[src/rtl/cpu_pkg.sv]
// cpu_pkg: shared widths, fetch-sequencer states and branch alignment for the core.
package cpu_pkg;
  localparam int PC_W = 10;
  localparam int BR_ALIGN = 3;
  typedef enum logic [1:0] {PC_IDLE, PC_RUN, PC_HALTED} pc_state_e;
endpackage

[src/rtl/sat_counter.sv]
// sat_counter: up-counter with synchronous clear and enable that sticks at all-ones.
module sat_counter #(
  parameter int W = 16
) (
  input  logic         clk,
  input  logic         reset,
  input  logic         clr,
  input  logic         en,
  output logic [W-1:0] count
);
  always_ff @(posedge clk or negedge reset)
    if (!reset) count <= '0;
    else if (clr) count <= '0;
    else if (en && count != '1) count <= count + W'(1);
endmodule

[src/rtl/program_counter.sv]
// program_counter: fetch address sequencer with run/halt FSM and retired-instruction count.
module program_counter
  import cpu_pkg::*;
#(
  parameter int CNT_W = 16
) (
  input  logic             clk,
  input  logic             reset,
  input  logic             start,
  input  logic [PC_W-1:0]  start_addr,
  input  logic             branch,
  input  logic [PC_W-1:0]  target,
  input  logic             halt,
  output logic [PC_W-1:0]  pc,
  output logic             running,
  output logic             done,
  output logic [CNT_W-1:0] retired
);
  pc_state_e state, next_state;
  logic [PC_W-1:0] next_pc;
  logic accept;
  assign accept = start && state != PC_RUN;
  assign running = state == PC_RUN;
  assign done = state == PC_HALTED;
  // halt outranks branch: the HALT instruction's own address stays on pc
  always_comb begin
    next_state = state;
    next_pc = pc;
    if (accept) begin
      next_state = PC_RUN;
      next_pc = start_addr;
    end else if (running) begin
      next_state = halt ? PC_HALTED : PC_RUN;
      next_pc = halt ? pc : branch ? target : pc + PC_W'(1);
    end
  end
  always_ff @(posedge clk or negedge reset)
    if (!reset) begin
      state <= PC_IDLE;
      pc <= '0;
    end else begin
      state <= next_state;
      pc <= next_pc;
    end
  sat_counter #(.W(CNT_W)) u_retired (
    .clk(clk),
    .reset(reset),
    .clr(accept),
    .en(running),
    .count(retired)
  );
endmodule

[config.mk]
export PLATFORM = sky130hd
export DESIGN_NAME = program_counter
export DESIGN_NICKNAME = d
export VERILOG_FILES = /design/src/rtl/cpu_pkg.sv /design/src/rtl/sat_counter.sv /design/src/rtl/program_counter.sv
export SDC_FILE = /design/constraint.sdc
export NUM_CORES = 1
export LEC_CHECK = 0
export BUFFER_PORTS_ARGS = -buffer_cell sky130_fd_sc_hd__buf_2
export CORE_AREA = 2 2 63 65
export CTS_CLUSTER_SIZE = 8
export DETAILED_ROUTE_END_ITERATION = 10
export DIE_AREA = 0 0 65 67
export PLACE_DENSITY = 0.75
export SYNTH_ARGS = -nofsm -noshare
export SYNTH_HDL_FRONTEND = slang
export SYNTH_HIERARCHICAL = 1
export SYNTH_SLANG_ARGS = --single-unit
[constraint.sdc]
create_clock -name clk -period 2.2 [get_ports clk]
set_input_delay 0.33 -clock clk [delete_from_list [all_inputs] [get_ports clk]]
set_output_delay 0.33 -clock clk [all_outputs]
set_load 0.05 [all_outputs]
==> results.yml, run 1 <==
status:
  outcome: "complete, no violations"
pwr:
  p_clk_share_pct: 16.4
  comb_power_share_pct: 50.0
  p_total_mw: 2.46
  switchingPower_mw: 1.22
  p_leak_nw: 0.978
  sequentialPowerShare_pct: 33.6
  powerDensity_nw_per_um2: 1150
  ir_worst_vdd_mv: 0.657
  p_int_mw: 1.24
  switching_share_pct: 49.7
global_route:
  grt_max_degree: 29
  grt_usage_pct: 20.0
  grt_pass1_vias: 1539
  grt_pass1_wl_um: 6800
  grt.overflow.total: 0
  antenna_found_initial: 0
die:
  die_h_um: 67
  initial_utilization_pct: 48.9
  die_area_um2: 4360
  coreArea_um2: 3610
  row_count: 22
  io_pins: 53
  fp.dieW_um: 65
drt:
  viasPerCell: 5.89
  wl_per_cell_um: 14.6
  firstDrtPassIters: 4
  dr_total_vias: 1691
  final_antenna_net_count: 0
  drc: 0
  totalWireLength_um: 4200
  drt_iter0_drc: 120
clock_tree:
  cts_buffers: 3
  cts_tree: "yes"
  path_clk_slew_ns: 0.10
  htreeDepth: 1
  cts_sinks: 28
  hold_buffers: 0
  clockBufferDepth: 2
  cts_resized: 0
  clockRootBuffer: "clkbuf_8"
  clock_latency_ns: 0.28
  postCtsSetupBuffers: 0
yosys:
  ys.flop_type: "dfrtp_1"
  yosys_warnings: 6
  synth_fp_nets: 214
  syn_area_um2: 1760
  ys_seq_elements: 28
  yosysTopAreaCellShare_pct: 39.7
  seq_area_frac_synth_pct: 39.7
  synth_area_leaders: "dfrtp_1 (40%), o21ai_1 (4.3%), a21oi_1 (4.0%)"
  async_reset_ff_share_pct: 100
  synthCells: 187
  ys_types: 47
  avgSynthCellArea_um2: 9.43
  synth_edf_count: 0
  yosys.area.top_type: "dfrtp_1"
timing:
  max-slew-margin-rel_pct: 55.2
  whs_ns: 0.0627
  fin_tns_setup_ns: 0
  layout_setup_ws_ns: 0.237
  rsz0062_at_grt: "false"
  period_minus_slack_ns: 1.96
  finClkSkew_ns: 0.0110
  max_slew.worst_pin.slew_ns: 0.673
  finalMaxSlewViolations: 0
  fmax_mhz: 510
  hold_violations: 0
  fin_crit_sh_pct: 89.2
  finalSetupViolCount: 0
final_layout:
  diodes: 0
  drive_gt1_share_pct: 31.8
  fillers: 342
  nNetsFinal: 267
  syn_to_final_growth_pct: 21.0
  finalInstanceArea_um2: 2130
hold_path:
  worstHoldPathType: "input port to async pin"
worst_setup_path:
  critPathCaptureType: "flop"
  r2r_slack_ns: 0.24
  rr_endpoint: "u_retired/count[3]"
  worstPathRequired_ns: 2.40
  crit_arrival_ns: 2.16
  rr_startpoint: "state[1]"
  critPathKind: "flop to flop"
  reg2regPathDepth: 5
  critPathMaxFanout: 22
  setup.worst_path.start_class: "flop"
placed_design:
  numPortBuffers: 52
  place_ws_ns: 0.264
  place_area_um2: 2060
  gp_congestion: 0.827
  dp_hpwl_um: 3100
job:
  drv_cap: 0
synth_stat cells (2+ instances only):
library cell,n
or4_2,2
ha_1,2
xnor2_1,3
nand3_1,6
nor2b_1,4
nor2_1,6
or3_1,3
buf_6,3
nand2_1,13
a22oi_1,5
o21ai_0,4
o21a_1,3
nand2b_1,2
nor4_1,5
dfrtp_1,28
o21ai_1,15
clkbuf_1,4
and4_2,2
buf_2,2
mux2i_1,3
or4_1,5
a21oi_1,14
o31ai_1,8
and3_1,2
nand4_1,7
nor3_1,5
mux2_1,4
nand4_2,2
inv_1,7
metrics by stage:
| stage | std cells | utilization, % |
|---|---|---|
| 3_5_place_dp | 283 | 57.2 |
| 6_report | 287 | 59.2 |
| 4_1_cts | 287 | 59.2 |
| 3_3_place_gp | 283 | 57.2 |
| 5_1_grt | 287 | 59.2 |
| 2_1_floorplan | 187 | - |
power by group through the flow:
| stage | Combinational [mW] | Sequential, mW | Clock [mW] |
|---|---|---|---|
| 4_1_cts | 1.24 | 0.827 | 0.414 |
| 3_3_place_gp | 1.22 | 0.829 | 0 |
| 2_1_floorplan | 0.586 | 1.20 | 0 |
| 5_1_grt | 1.33 | 0.857 | 0.437 |
| 6_report | 1.23 | 0.828 | 0.405 |
| 3_5_place_dp | 1.24 | 0.839 | 0 |
worst max-delay path by stage:
stage              from            endpoint  slack [ns]  depth (start not counted)
6_report       state[1]  u_retired/count[3]        0.24                          5
5_1_grt        state[1]  u_retired/count[3]        0.06                          5
2_1_floorplan  state[1]  u_retired/count[3]        0.08                          6
3_3_place_gp   state[1]  u_retired/count[3]        0.33                          5
4_1_cts        state[1]  u_retired/count[3]        0.24                          5
3_5_place_dp   state[1]  u_retired/count[3]        0.26                          5
worst max-delay path: stages, from the launching register on:
cell and delay, ns:
dfrtp_1 0.43, nand2b_1 0.19, inv_1 0.13, inv_1 0.27
or4_2 0.72, a21oi_1 0.15
state kept, by name, summed over array words and instances, names as in the netlist:
signal           cells
pc                  10
state                2
u_retired/count     16
final cells by class:
| type | instances | area [um2] | share of cell area (%) |
|---|---|---|---|
| timing repair buffer | 57 | 298 | 14.0 |
| multi-input combinational | 143 | 978 | 45.8 |
| inverter | 7 | 26.3 | 1.23 |
| sequential | 28 | 701 | 32.8 |
| clock buffer | 3 | 41.3 | 1.93 |
| tap | 48 | 60.1 | 2.81 |
| clock inverter | 1 | 30.0 | 1.41 |
routing by layer:
layer	part of all wire (%)	global-route usage, %
met4	1.2	6.65
met5	0	0
met3	4.8	3.38
met1	45	24.7
met2	49	35.1
kinds of logic after synthesis:
family          Yosys count  synth area share, %
compound gates           58                 21.8
buf+inv                  16                 4.82
xor+xnor                  3                 1.49
simple gates             73                 26.5
flops                    28                 39.7
fa+ha+maj                 2                 1.42
mux                       7                 4.26
layout by cell type, fill, tap and decap left out, drive strengths merged, types with 5 or more instances in the layout:
master / instances
nand2: 13
inv: 7
nor2: 6
o31ai: 8
a22oi: 5
dfrtp: 28
or4: 7
a21oi: 14
nand3: 7
nand4: 9
nor3: 6
buf: 57
o21ai: 19
nor4: 6
(Power assumes the default switching activity.)
==> inputs of run 2 (changes only) <==
--- a/config.mk
+++ b/config.mk
@@ -5,12 +5,13 @@
 export SDC_FILE = /design/constraint.sdc
 export NUM_CORES = 1
 export LEC_CHECK = 0
+export ABC_AREA = 1
 export BUFFER_PORTS_ARGS = -buffer_cell sky130_fd_sc_hd__buf_2
-export CORE_AREA = 2 2 63 65
+export CORE_AREA = 2 2 66 68
 export CTS_CLUSTER_SIZE = 8
 export DETAILED_ROUTE_END_ITERATION = 10
-export DIE_AREA = 0 0 65 67
-export PLACE_DENSITY = 0.75
+export DIE_AREA = 0 0 68 70
+export PLACE_DENSITY = 0.74
 export SYNTH_ARGS = -nofsm -noshare
 export SYNTH_HDL_FRONTEND = slang
 export SYNTH_HIERARCHICAL = 1
==> run 2 against run 1 <==
  * Worst setup slack worse by 0.045 ns
  * Via count up 14%
  * Critical endpoint is now u_retired/count[7]
  * Final cell count up 33%
  * Clock skew down 0.010 ns
  * Clock power down 22%
==> results.yml, run 2 <==
drt:
  totalWireLength_um: 4580
  drc: 0
  drt_iter0_drc: 74
  final_antenna_net_count: 0
  viasPerCell: 5.08
  dr_total_vias: 1936
  firstDrtPassIters: 4
  wl_per_cell_um: 12.0
timing:
  fin_crit_sh_pct: 91.3
  whs_ns: 0.0556
  period_minus_slack_ns: 2.01
  finalMaxSlewViolations: 0
  max-slew-margin-rel_pct: 38.2
  finalSetupViolCount: 0
  rsz0062_at_grt: "false"
  hold_violations: 0
  max_slew.worst_pin.slew_ns: 0.923
  fin_tns_setup_ns: 0
  fmax_mhz: 498
  finClkSkew_ns: 0.000983
placed_design:
  place_area_um2: 2200
  gp_congestion: 0.857
  dp_hpwl_um: 3380
  numPortBuffers: 52
clock_tree:
  clockBufferDepth: 2
  cts_sinks: 28
  path_clk_slew_ns: 0.09
  htreeDepth: 1
  hold_buffers: 0
  postCtsSetupBuffers: 0
  clock_latency_ns: 0.27
  cts_buffers: 3
  cts_tree: "yes"
  cts_resized: 0
  clockRootBuffer: "clkbuf_8"
worst_setup_path:
  crit_arrival_ns: 2.22
  rr_endpoint: "u_retired/count[7]"
  critPathCaptureType: "flop"
  crit_family: "simple AND/OR/NAND/NOR gates"
  critPathKind: "flop to flop"
  r2r_slack_ns: 0.19
  max_stage_delay_ns: 0.70
  cp_num_cells: 8
  cp_common_cell: "nor2_1"
  rr_startpoint: "u_retired/count[1]"
  worstPathRequired_ns: 2.42
  reg2regPathDepth: 8
  cpMaxStageDelayCell: "nor2_1"
  critPathBufInv: 0
  crit_chain: "ha_1, nand2_2, nor2_4, nand2_4, nor2_1, nor2_1, nand4_1, nand2_1"
  setup.worst_path.start_class: "flop"
  critPathMaxFanout: 13
die:
  fp.dieW_um: 68
  coreArea_um2: 4140
  io_pins: 53
  initial_utilization_pct: 46.6
  die_h_um: 70
  die_area_um2: 4760
  row_count: 24
job:
  drv_cap: 0
yosys:
  yosys_warnings: 6
  synth_area_leaders: "dfrtp_1 (36%), nand2_1 (20%), nand3_1 (6.5%)"
  ys_seq_elements: 28
  syn_area_um2: 1930
  synth.top_cells.by_count: "nand2_1 (102), dfrtp_1 (28), inv_1 (28)"
  avgSynthCellArea_um2: 6.93
  ys_types: 32
  synthCells: 279
  synth_edf_count: 0
  async_reset_ff_share_pct: 100
  ys.flop_type: "dfrtp_1"
  synth_fp_nets: 306
  yosys.area.top_type: "dfrtp_1"
  yosysMostFrequentCell: "nand2_1"
  seq_area_frac_synth_pct: 36.2
  yosysTopAreaCellShare_pct: 36.2
global_route:
  grtUsageMet1_pct: 27.3
  use_met2_pct: 32.3
  grt.met3_usage_pct: 2.42
  grt_usage_pct: 20.0
  antenna_found_initial: 0
  grt_pass1_wl_um: 7510
  grt_pass1_vias: 1720
  grt_max_degree: 29
  top_usage_layer: "met2"
  grt.overflow.total: 0
hold_path:
  worstHoldPathType: "input port to async pin"
pwr:
  p_leak_nw: 1.23
  ir_worst_vdd_mv: 0.563
  powerDensity_nw_per_um2: 1120
status:
  outcome: "complete, no violations"
final_layout:
  largest_reg_flops: 16
  syn_to_final_growth_pct: 16.5
  finalInstanceArea_um2: 2250
  final_common_cell: "nand2_1"
  nNetsFinal: 357
  reg_top3: "u_retired/count (16), pc (10), state (2)"
  drive_gt1_share_pct: 23.4
  diodes: 0
  fin_util_pct: 54.3
  final_cell_mix: "nand2_1 (102), buf_2 (52), inv_1 (28), dfrtp_1 (28), nand3_1 (25)"
  regMostFlops: "u_retired/count"
[run 2: changes by cell type in the layout (fill, tap and decap cells not counted), sizes merged, moves of 5 or more]
cell and delta:
a21oi -6, a22oi -5, buf -5, inv +25, nand2 +95, nand3 +20, nor2 +19, nor3 -5
nor4 -6, o31ai -8, or4 -7
[run 2: power by group]
group          total [mW]  switching, mW  internal [mW]
combinational        1.40           1.04          0.353
clock               0.316          0.155          0.160
sequential          0.802          0.161          0.641
[run 2: worst max path at each step]
stage                                     to                from  slack, ns
after global placement    u_retired/count[2]  u_retired/count[0]       0.33
final                     u_retired/count[7]  u_retired/count[1]       0.19
after detailed placement  u_retired/count[2]  u_retired/count[1]       0.24
after CTS                 u_retired/count[7]  u_retired/count[1]       0.24
after floorplan           u_retired/count[7]  u_retired/count[1]       0.34
after global routing      u_retired/count[7]  u_retired/count[1]       0.02
[run 2: through the flow]
step / setup WS [ns] / total power, mW / std cells
floorplan: 0.335 / 1.94 / 279
global placement: 0.334 / 2.18 / 377
detailed placement: 0.243 / 2.21 / 377
CTS: 0.243 / 2.53 / 381
global route: 0.0244 / 2.70 / 381
finish: 0.192 / 2.52 / 381
[run 2: logic make-up (layout without fill, tap and decap cells)]
| group | Yosys count | in the layout | synth area share, % |
|---|---|---|---|
| buffers and inverters | 38 | 88 | 9.51 |
| and+or+nand+nor | 173 | 173 | 40.3 |
| adders and majority gates | 2 | 2 | 1.29 |
| DFF | 28 | 28 | 36.2 |
| xor gates and xnor gates | 7 | 7 | 3.17 |
| AOI/OAI and AO/OA | 31 | 31 | 9.45 |
[run 2: cell type report]
class                   count  area (um2)
fillers                   421        1890
multi-input cells         213        1050
flip-flops and latches     28         701
well taps                  52        65.1
inverters                  32         123
repair buffers             52         260
clock buffers               4        55.1
[run 2: per-layer routing]
layer / wire length (um) / up-vias
met5: 0 / -
met4: 65 / 0
met3: 307 / 7
met2: 2090 / 61
met1: 2120 / 877
li1: - / 991
[run 2: worst reg2reg max path, delay by kind of cell (launching register included)]
family                     cells  cell delay [ns]
adders and majority gates      1             0.23
DFF                            1             0.43
and+or+nand+nor                7             1.29
